$ cat src/rtl/lcd_bus_reader_pkg.sv
// Shared types and timing defaults for the HD44780 read-side bus transactor.
package lcd_bus_reader_pkg;

  // Transaction phases of one read strobe plus arbitration.
  typedef enum logic [2:0] {
    ST_IDLE    = 3'd0,
    ST_ARB     = 3'd1,
    ST_SETUP   = 3'd2,
    ST_ENABLE  = 3'd3,
    ST_HOLD    = 3'd4,
    ST_RECOVER = 3'd5
  } state_e;

  // Register select values on the RS pin.
  localparam logic RS_CMD  = 1'b0;
  localparam logic RS_DATA = 1'b1;

  // Busy flag position in the status byte.
  localparam int BF_BIT = 7;

  // Default phase lengths in CLOCK_50 cycles, shared with the write driver.
  localparam int T_AS_DEF      = 4;
  localparam int T_PW_DEF      = 24;
  localparam int T_H_DEF       = 2;
  localparam int T_REC_DEF     = 20;
  localparam int MAX_POLLS_DEF = 255;

  // Phase counter preload: a phase of n cycles counts n-1 down to 0.
  function automatic logic [7:0] phase_load(input int cycles);
    return 8'(cycles - 1);
  endfunction

  // Phases during which the pins carry a read cycle (RW high, RS valid).
  function automatic logic pins_read_phase(input state_e s);
    return (s == ST_SETUP) || (s == ST_ENABLE) || (s == ST_HOLD);
  endfunction

endpackage

$ cat src/rtl/lcd_bus_reader_if.sv
// Request/response and LCD pin bundle of the read transactor.
// master: the surrounding logic (requester, pin mux and pad); slave: the transactor.
interface lcd_bus_reader_if;

  logic       req;
  logic       req_rs;
  logic       wait_req;
  logic       busy;
  logic       ack;
  logic       ready;
  logic       timeout;
  logic [7:0] rdata;
  logic       bus_req;
  logic       bus_gnt;
  logic [7:0] lcd_data_in;
  logic       lcd_rs;
  logic       lcd_rw;
  logic       lcd_en;

  modport master (
    output req, req_rs, wait_req, bus_gnt, lcd_data_in,
    input  busy, ack, ready, timeout, rdata, bus_req, lcd_rs, lcd_rw, lcd_en
  );

  modport slave (
    input  req, req_rs, wait_req, bus_gnt, lcd_data_in,
    output busy, ack, ready, timeout, rdata, bus_req, lcd_rs, lcd_rw, lcd_en
  );

endinterface

$ cat src/rtl/lcd_bus_reader_phase_timer.sv
// Loadable 8-bit down-counter timing each bus phase; done while the count is zero.
module lcd_bus_reader_phase_timer (
  input  logic       clock,
  input  logic       reset,
  input  logic       load_i,
  input  logic [7:0] load_val_i,
  output logic       done_o
);

  logic [7:0] cnt_q, cnt_d;

  // Next count: a load wins, otherwise count down and park at zero.
  always_comb begin
    cnt_d = cnt_q;
    if (load_i) begin
      cnt_d = load_val_i;
    end else if (cnt_q != 8'd0) begin
      cnt_d = cnt_q - 8'd1;
    end else begin
      cnt_d = cnt_q;
    end
  end

  // Count register with synchronous clear.
  always_ff @(posedge clock) begin
    if (reset) begin
      cnt_q <= 8'd0;
    end else begin
      cnt_q <= cnt_d;
    end
  end

  assign done_o = (cnt_q == 8'd0);

endmodule

$ cat src/rtl/lcd_bus_reader.sv
// HD44780 read transactor: single reads of BF/AC or data RAM, and a wait-ready
// mode that re-strobes the status register until BF clears or the poll budget runs out.
module lcd_bus_reader
  import lcd_bus_reader_pkg::*;
#(
  parameter int T_AS      = T_AS_DEF,
  parameter int T_PW      = T_PW_DEF,
  parameter int T_H       = T_H_DEF,
  parameter int T_REC     = T_REC_DEF,
  parameter int MAX_POLLS = MAX_POLLS_DEF
) (
  input logic              clock,
  input logic              reset,
  lcd_bus_reader_if.slave  bus
);

  localparam logic [7:0] LAST_POLL = 8'(MAX_POLLS - 1);

  state_e     state_q, state_d;
  logic       rs_q, rs_d;
  logic       wait_mode_q, wait_mode_d;
  logic [7:0] poll_cnt_q, poll_cnt_d;
  logic [7:0] rdata_q, rdata_d;
  logic       busy_q, busy_d;
  logic       ack_q, ack_d;
  logic       ready_q, ready_d;
  logic       timeout_q, timeout_d;
  logic       bus_req_q, bus_req_d;
  logic       lcd_rs_q, lcd_rs_d;
  logic       lcd_rw_q, lcd_rw_d;
  logic       lcd_en_q, lcd_en_d;

  logic       tmr_load_s;
  logic [7:0] tmr_val_s;
  logic       tmr_done_s;

  lcd_bus_reader_phase_timer u_phase_timer (
    .clock      (clock),
    .reset      (reset),
    .load_i     (tmr_load_s),
    .load_val_i (tmr_val_s),
    .done_o     (tmr_done_s)
  );

  // Next-state, result pulses and pin values; pins are decoded from the next state so they are registered.
  always_comb begin
    state_d     = state_q;
    rs_d        = rs_q;
    wait_mode_d = wait_mode_q;
    poll_cnt_d  = poll_cnt_q;
    rdata_d     = rdata_q;
    ack_d       = 1'b0;
    ready_d     = 1'b0;
    timeout_d   = 1'b0;
    tmr_load_s  = 1'b0;
    tmr_val_s   = 8'h00;

    case (state_q)
      ST_IDLE: begin
        // A simultaneous wait_req loses to req and is dropped, not queued.
        if (bus.req) begin
          rs_d        = bus.req_rs;
          wait_mode_d = 1'b0;
          poll_cnt_d  = 8'd0;
          state_d     = ST_ARB;
        end else if (bus.wait_req) begin
          rs_d        = RS_CMD;
          wait_mode_d = 1'b1;
          poll_cnt_d  = 8'd0;
          state_d     = ST_ARB;
        end else begin
          state_d = ST_IDLE;
        end
      end

      ST_ARB: begin
        if (bus.bus_gnt) begin
          state_d    = ST_SETUP;
          tmr_load_s = 1'b1;
          tmr_val_s  = phase_load(T_AS);
        end else begin
          state_d = ST_ARB;
        end
      end

      ST_SETUP: begin
        if (tmr_done_s) begin
          state_d    = ST_ENABLE;
          tmr_load_s = 1'b1;
          tmr_val_s  = phase_load(T_PW);
        end else begin
          state_d = ST_SETUP;
        end
      end

      ST_ENABLE: begin
        // The pad is sampled only on the last E-high cycle, when the LCD output is settled.
        if (tmr_done_s) begin
          rdata_d    = bus.lcd_data_in;
          state_d    = ST_HOLD;
          tmr_load_s = 1'b1;
          tmr_val_s  = phase_load(T_H);
        end else begin
          state_d = ST_ENABLE;
        end
      end

      ST_HOLD: begin
        if (tmr_done_s) begin
          state_d    = ST_RECOVER;
          tmr_load_s = 1'b1;
          tmr_val_s  = phase_load(T_REC);
        end else begin
          state_d = ST_HOLD;
        end
      end

      ST_RECOVER: begin
        if (!tmr_done_s) begin
          state_d = ST_RECOVER;
        end else if (!wait_mode_q) begin
          state_d = ST_IDLE;
          ack_d   = 1'b1;
        end else if (!rdata_q[BF_BIT]) begin
          state_d = ST_IDLE;
          ready_d = 1'b1;
        end else if (poll_cnt_q == LAST_POLL) begin
          state_d   = ST_IDLE;
          timeout_d = 1'b1;
        end else begin
          // Keep the bus and go straight into the next status strobe.
          poll_cnt_d = poll_cnt_q + 8'd1;
          state_d    = ST_SETUP;
          tmr_load_s = 1'b1;
          tmr_val_s  = phase_load(T_AS);
        end
      end

      default: begin
        state_d = ST_IDLE;
      end
    endcase

    busy_d    = (state_d != ST_IDLE) || ack_d || ready_d || timeout_d;
    bus_req_d = (state_d != ST_IDLE);
    lcd_rw_d  = pins_read_phase(state_d);
    lcd_rs_d  = lcd_rw_d ? rs_d : RS_CMD;
    lcd_en_d  = (state_d == ST_ENABLE);
  end

  // State, captured data and registered outputs; reset forces every pin and flag low.
  always_ff @(posedge clock) begin
    if (reset) begin
      state_q     <= ST_IDLE;
      rs_q        <= RS_CMD;
      wait_mode_q <= 1'b0;
      poll_cnt_q  <= 8'd0;
      rdata_q     <= 8'h00;
      busy_q      <= 1'b0;
      ack_q       <= 1'b0;
      ready_q     <= 1'b0;
      timeout_q   <= 1'b0;
      bus_req_q   <= 1'b0;
      lcd_rs_q    <= 1'b0;
      lcd_rw_q    <= 1'b0;
      lcd_en_q    <= 1'b0;
    end else begin
      state_q     <= state_d;
      rs_q        <= rs_d;
      wait_mode_q <= wait_mode_d;
      poll_cnt_q  <= poll_cnt_d;
      rdata_q     <= rdata_d;
      busy_q      <= busy_d;
      ack_q       <= ack_d;
      ready_q     <= ready_d;
      timeout_q   <= timeout_d;
      bus_req_q   <= bus_req_d;
      lcd_rs_q    <= lcd_rs_d;
      lcd_rw_q    <= lcd_rw_d;
      lcd_en_q    <= lcd_en_d;
    end
  end

  assign bus.busy    = busy_q;
  assign bus.ack     = ack_q;
  assign bus.ready   = ready_q;
  assign bus.timeout = timeout_q;
  assign bus.rdata   = rdata_q;
  assign bus.bus_req = bus_req_q;
  assign bus.lcd_rs  = lcd_rs_q;
  assign bus.lcd_rw  = lcd_rw_q;
  assign bus.lcd_en  = lcd_en_q;

endmodule
$ cat src/flat_wrapper.sv
// flat-port wrapper written by rule: the top's interface ports become plain ports
module lcd_bus_reader_flat import lcd_bus_reader_pkg::*;
#(
  parameter int T_AS      = T_AS_DEF,
  parameter int T_PW      = T_PW_DEF,
  parameter int T_H       = T_H_DEF,
  parameter int T_REC     = T_REC_DEF,
  parameter int MAX_POLLS = MAX_POLLS_DEF
)
  (clock, reset, bus_req, bus_req_rs, bus_wait_req, bus_bus_gnt, bus_lcd_data_in, bus_busy, bus_ack, bus_ready, bus_timeout, bus_rdata, bus_bus_req, bus_lcd_rs, bus_lcd_rw, bus_lcd_en);
  lcd_bus_reader_if bus_i ();
  input logic clock;
  input logic reset;
  input wire logic [$bits(bus_i.req)-1:0] bus_req;
  input wire logic [$bits(bus_i.req_rs)-1:0] bus_req_rs;
  input wire logic [$bits(bus_i.wait_req)-1:0] bus_wait_req;
  input wire logic [$bits(bus_i.bus_gnt)-1:0] bus_bus_gnt;
  input wire logic [$bits(bus_i.lcd_data_in)-1:0] bus_lcd_data_in;
  output wire logic [$bits(bus_i.busy)-1:0] bus_busy;
  output wire logic [$bits(bus_i.ack)-1:0] bus_ack;
  output wire logic [$bits(bus_i.ready)-1:0] bus_ready;
  output wire logic [$bits(bus_i.timeout)-1:0] bus_timeout;
  output wire logic [$bits(bus_i.rdata)-1:0] bus_rdata;
  output wire logic [$bits(bus_i.bus_req)-1:0] bus_bus_req;
  output wire logic [$bits(bus_i.lcd_rs)-1:0] bus_lcd_rs;
  output wire logic [$bits(bus_i.lcd_rw)-1:0] bus_lcd_rw;
  output wire logic [$bits(bus_i.lcd_en)-1:0] bus_lcd_en;
  assign bus_i.req = bus_req;
  assign bus_i.req_rs = bus_req_rs;
  assign bus_i.wait_req = bus_wait_req;
  assign bus_i.bus_gnt = bus_bus_gnt;
  assign bus_i.lcd_data_in = bus_lcd_data_in;
  assign bus_busy = bus_i.busy;
  assign bus_ack = bus_i.ack;
  assign bus_ready = bus_i.ready;
  assign bus_timeout = bus_i.timeout;
  assign bus_rdata = bus_i.rdata;
  assign bus_bus_req = bus_i.bus_req;
  assign bus_lcd_rs = bus_i.lcd_rs;
  assign bus_lcd_rw = bus_i.lcd_rw;
  assign bus_lcd_en = bus_i.lcd_en;
  lcd_bus_reader #(.T_AS(T_AS), .T_PW(T_PW), .T_H(T_H), .T_REC(T_REC), .MAX_POLLS(MAX_POLLS)) u_core (.clock(clock), .reset(reset), .bus(bus_i));
endmodule
$ cat config.mk
export PLATFORM = sky130hd
export DESIGN_NAME = lcd_bus_reader_flat
export DESIGN_NICKNAME = d
export VERILOG_FILES = /design/src/rtl/lcd_bus_reader_pkg.sv /design/src/rtl/lcd_bus_reader_if.sv /design/src/rtl/lcd_bus_reader_phase_timer.sv /design/src/rtl/lcd_bus_reader.sv /design/src/flat_wrapper.sv
export SDC_FILE = /design/constraint.sdc
export NUM_CORES = 1
export LEC_CHECK = 0
export BUFFER_PORTS_ARGS = -buffer_cell sky130_fd_sc_hd__buf_2
export CAP_MARGIN = 20
export CELL_PAD_IN_SITES_DETAIL_PLACEMENT = 2
export CELL_PAD_IN_SITES_GLOBAL_PLACEMENT = 2
export CORE_ASPECT_RATIO = 0.7
export CORE_UTILIZATION = 36
export CTS_CLUSTER_SIZE = 16
export DETAILED_ROUTE_END_ITERATION = 8
export GPL_TIMING_DRIVEN = 0
export PLACE_DENSITY = 0.89
export SYNTH_ARGS = -nofsm -noshare
export SYNTH_HDL_FRONTEND = slang
export SYNTH_HIERARCHICAL = 1
export SYNTH_SLANG_ARGS = --single-unit
$ cat constraint.sdc
create_clock -name clock -period 4.55 [get_ports clock]
set_input_delay 0.455 -clock clock [delete_from_list [all_inputs] [get_ports clock]]
set_output_delay 0.455 -clock clock [all_outputs]
set_load 0.01 [all_outputs]
==> reports/results.ini <==
[die]
dieArea_um2 = 5320
die-width_um = 86.8
coreArea_um2 = 4810
row_count = 21
fp.dieH_um = 61.3
start_util_pct = 37.7
ios = 30

[drt]
route.detailed.drc = 0
drt_wl_total_um = 6230
vias = 1740
drtIter0Drc = 59
drtPass1Iterations = 4
wire_per_inst_um = 19.7
ant_nets = 0
vias_per_cell = 5.49

[worst_setup_path]
max_stage_delay_ns = 0.42
reg2reg_from = u_core/u_phase_timer/cnt_q[0]
reg2reg_to = u_core/u_phase_timer/cnt_q[7]
crit_type = reg2reg
worstPathRequired_ns = 4.72
r2r_cells = 11
slowest_stage = or3_4
r2r_slack_ns = 1.48
crit_buf_inv = 3
critical_path.top_delay_family = simple AND/OR/NAND/NOR gates
critPathCaptureType = flop
path_cells = inv_1, ha_1, and4bb_1, buf_6, and4b_1, o211a_1, or3_4, nand2b_4, clkbuf_1, a311oi_1, nor3_1
worstPathArrival_ns = 3.24
startpoint_type = flop
worstPathMaxFanout = 14

[synthesis]
synth_cell_type_count = 47
postSynthCellCount = 208
async_reset_ff_share_pct = 0
ys.flop_type = dfxtp_1
ys_seq_area_share_pct = 40.9
synth_edf_count = 0
ys_warn_count = 6
ys_ff_latch = 37
synth_area_um2 = 1810
synth_area_per_cell_um2 = 8.70

[clock_tree]
postCtsSetupRepairBufs = 0
ctsResizeCount = 0
cts.sinks = 37
clk_latency_ns = 0.31
cts_root_buf = clkbuf_8
numCtsBuffers = 5
clk_pin_slew_ns = 0.08
ctsHoldBuffers = 0
cts_max_level = 2
tritoncts = done
clock_path_buffers = 2

[min_path]
hold_start = bus_lcd_data_in[1]
hp-class = in2reg
whs_endpoint = u_core/bus.rdata[1]
hold_depth = 3

[placement]
placed_cells = 309
dpl.hpwl_um = 4050
globalplace.congestion = 0.735
port_buffers = 29
dp_worst_setup_slack_ns = 1.60

[timing]
whs_ns = 0.387
final-max-slew-violation-count = 0
finalSetupViolCount = 0
tns_ns = 0
hold_viol = 0
rsz0062_at_grt = no
fin_crit_ns = 3.07
clock.fmax_mhz = 326
tightest_slew_ns = 0.550
finalClockSkew_ns = 0.00952
slew_headroom_pct = 63.3
setup_slack_ns = 1.48
period_share_pct = 67.4

[global_routing]
grt_pass1_wl_um = 9970
antenna_found_initial = 0
overflow = 0
track_usage_pct = 26.2
grt_max_degree = 15
grt_pass1_vias = 1856

[final_layout]
nets = 264
synthToLayoutAreaGrowth_pct = 20.0
num_antenna_cells = 0
fin_cells = 317
final_layout_size_suffix_gt1_share_pct = 22.2

[power_and_ir_drop]
p_leak_nw = 0.855
peakVddDrop_mv = 0.154
fin_total_pwr_w = 0.00110
p_per_area_nw_per_um2 = 508

[run]
maxCapViolations = 0

[run_status]
status = complete, no violations

logic make-up (layout without fill, tap and decap cells):
family / after synthesis / in the layout / synth area share, %
AO/OA/AOI/OAI: 45 / 45 / 16.7
flip-flops: 37 / 37 / 40.9
buffers and inverters: 15 / 52 / 4.08
XOR/XNOR: 6 / 6 / 2.90
AND/OR/NAND/NOR: 95 / 95 / 29.8
adder cells (fa/ha/maj): 3 / 3 / 2.07
other: 1 / 4 / 0.207
multiplexers: 6 / 6 / 3.32
power by group:
part | internal [W] | total [W] | switching [W]
sequential | 0.000366 | 0.000411 | 0.0000442
clock | 0.000178 | 0.000306 | 0.000128
combinational | 0.000163 | 0.000387 | 0.000223
total | 0.000708 | 0.00110 | 0.000395
flip-flops by register name, summed over array words and instances, names as in the netlist:
signal,flops
u_core/state_q,3
u_core/u_phase_timer/cnt_q,8
u_core/bus.ready,1
u_core/poll_cnt_q,8
u_core/bus.lcd_rs,1
u_core/bus.rdata,8
u_core/wait_mode_q,1
u_core/bus.timeout,1
u_core/bus.lcd_en,1
u_core/bus.busy,1
u_core/rs_q,1
u_core/bus.lcd_rw,1
u_core/bus.ack,1
u_core/bus.bus_req,1
cell usage in the layout (no fill, tap or decap), types with 2 or more instances in the layout:
cell,Yosys,final
nand2_1,38,38
dfxtp_1,37,37
buf_2,2,31
a21oi_1,25,25
nand2b_1,9,9
nand3_1,8,8
nor2_1,7,7
clkbuf_8,0,6
nor3_1,6,6
nor2b_1,6,6
mux2i_1,6,6
inv_1,5,5
clkbuf_1,5,5
a211oi_1,4,4
xnor2_1,4,4
o32ai_1,4,4
conb_1,1,4
ha_1,3,3
buf_4,2,2
and4b_1,2,2
and2_1,2,2
nand2b_4,2,2
xor2_1,2,2
or2_2,2,2
nor4_1,2,2
o211ai_2,2,2
metal layers:
layer | wire length [µm] | share of wire [%] | track usage (%)
met1 | 2900 | 47 | 32.1
met2 | 2900 | 46 | 43.8
met3 | 287 | 4.6 | 7.64
met4 | 146 | 2.3 | 11.7
met5 | 0 | 0 | 0
synthesized netlist by cell type (all sizes together), types with 2 or more instances:
master	number	area (µm²)
nand2	38	143
dfxtp	37	741
a21oi	25	125
nand2b	11	83.8
nand3	8	40.0
nor2	8	32.5
nor3	7	46.3
mux2i	6	60.1
nor2b	6	37.5
a211oi	5	42.5
buf	5	36.3
clkbuf	5	18.8
inv	5	18.8
o32ai	4	35.0
xnor2	4	35.0
ha	3	37.5
nor4	3	33.8
and2	2	12.5
and4b	2	20.0
o211ai	2	25.0
or2	2	12.5
or3	2	17.5
xor2	2	17.5
stage by stage:
step | util [%] | cell area (µm²)
3_3_place_gp | 42.7 | 2050
2_1_floorplan | - | 1820
4_1_cts | 45.2 | 2170
3_5_place_dp | 42.7 | 2050
5_1_grt | 45.2 | 2170
6_report | 45.2 | 2170
cell type report:
type	instances	area [µm²]
Timing Repair Buffer	29	145
Tap cell	69	86.3
Buffer	10	55.1
Sequential cell	37	741
Fill cell	546	2640
Multi-Input combinational cell	159	1010
Clock inverter	2	37.5
Clock buffer	6	82.6
Inverter	5	18.8
worst min-delay path, cell delays in order:
cell     delay (ns)
buf_2          0.10
nand2_1        0.05
a21oi_1        0.05
worst max path at each step:
stage	from	end	cells past startpoint
global placement	u_core/u_phase_timer/cnt_q[0]	u_core/u_phase_timer/cnt_q[7]	11
detailed placement	u_core/u_phase_timer/cnt_q[0]	u_core/u_phase_timer/cnt_q[7]	11
finish	u_core/u_phase_timer/cnt_q[0]	u_core/u_phase_timer/cnt_q[7]	11
floorplan	u_core/u_phase_timer/cnt_q[0]	u_core/u_phase_timer/cnt_q[0]	10
CTS	u_core/u_phase_timer/cnt_q[0]	u_core/u_phase_timer/cnt_q[7]	11
global route	u_core/u_phase_timer/cnt_q[0]	u_core/u_phase_timer/cnt_q[7]	11
No activity file was read; power rests on OpenSTA's default activity.
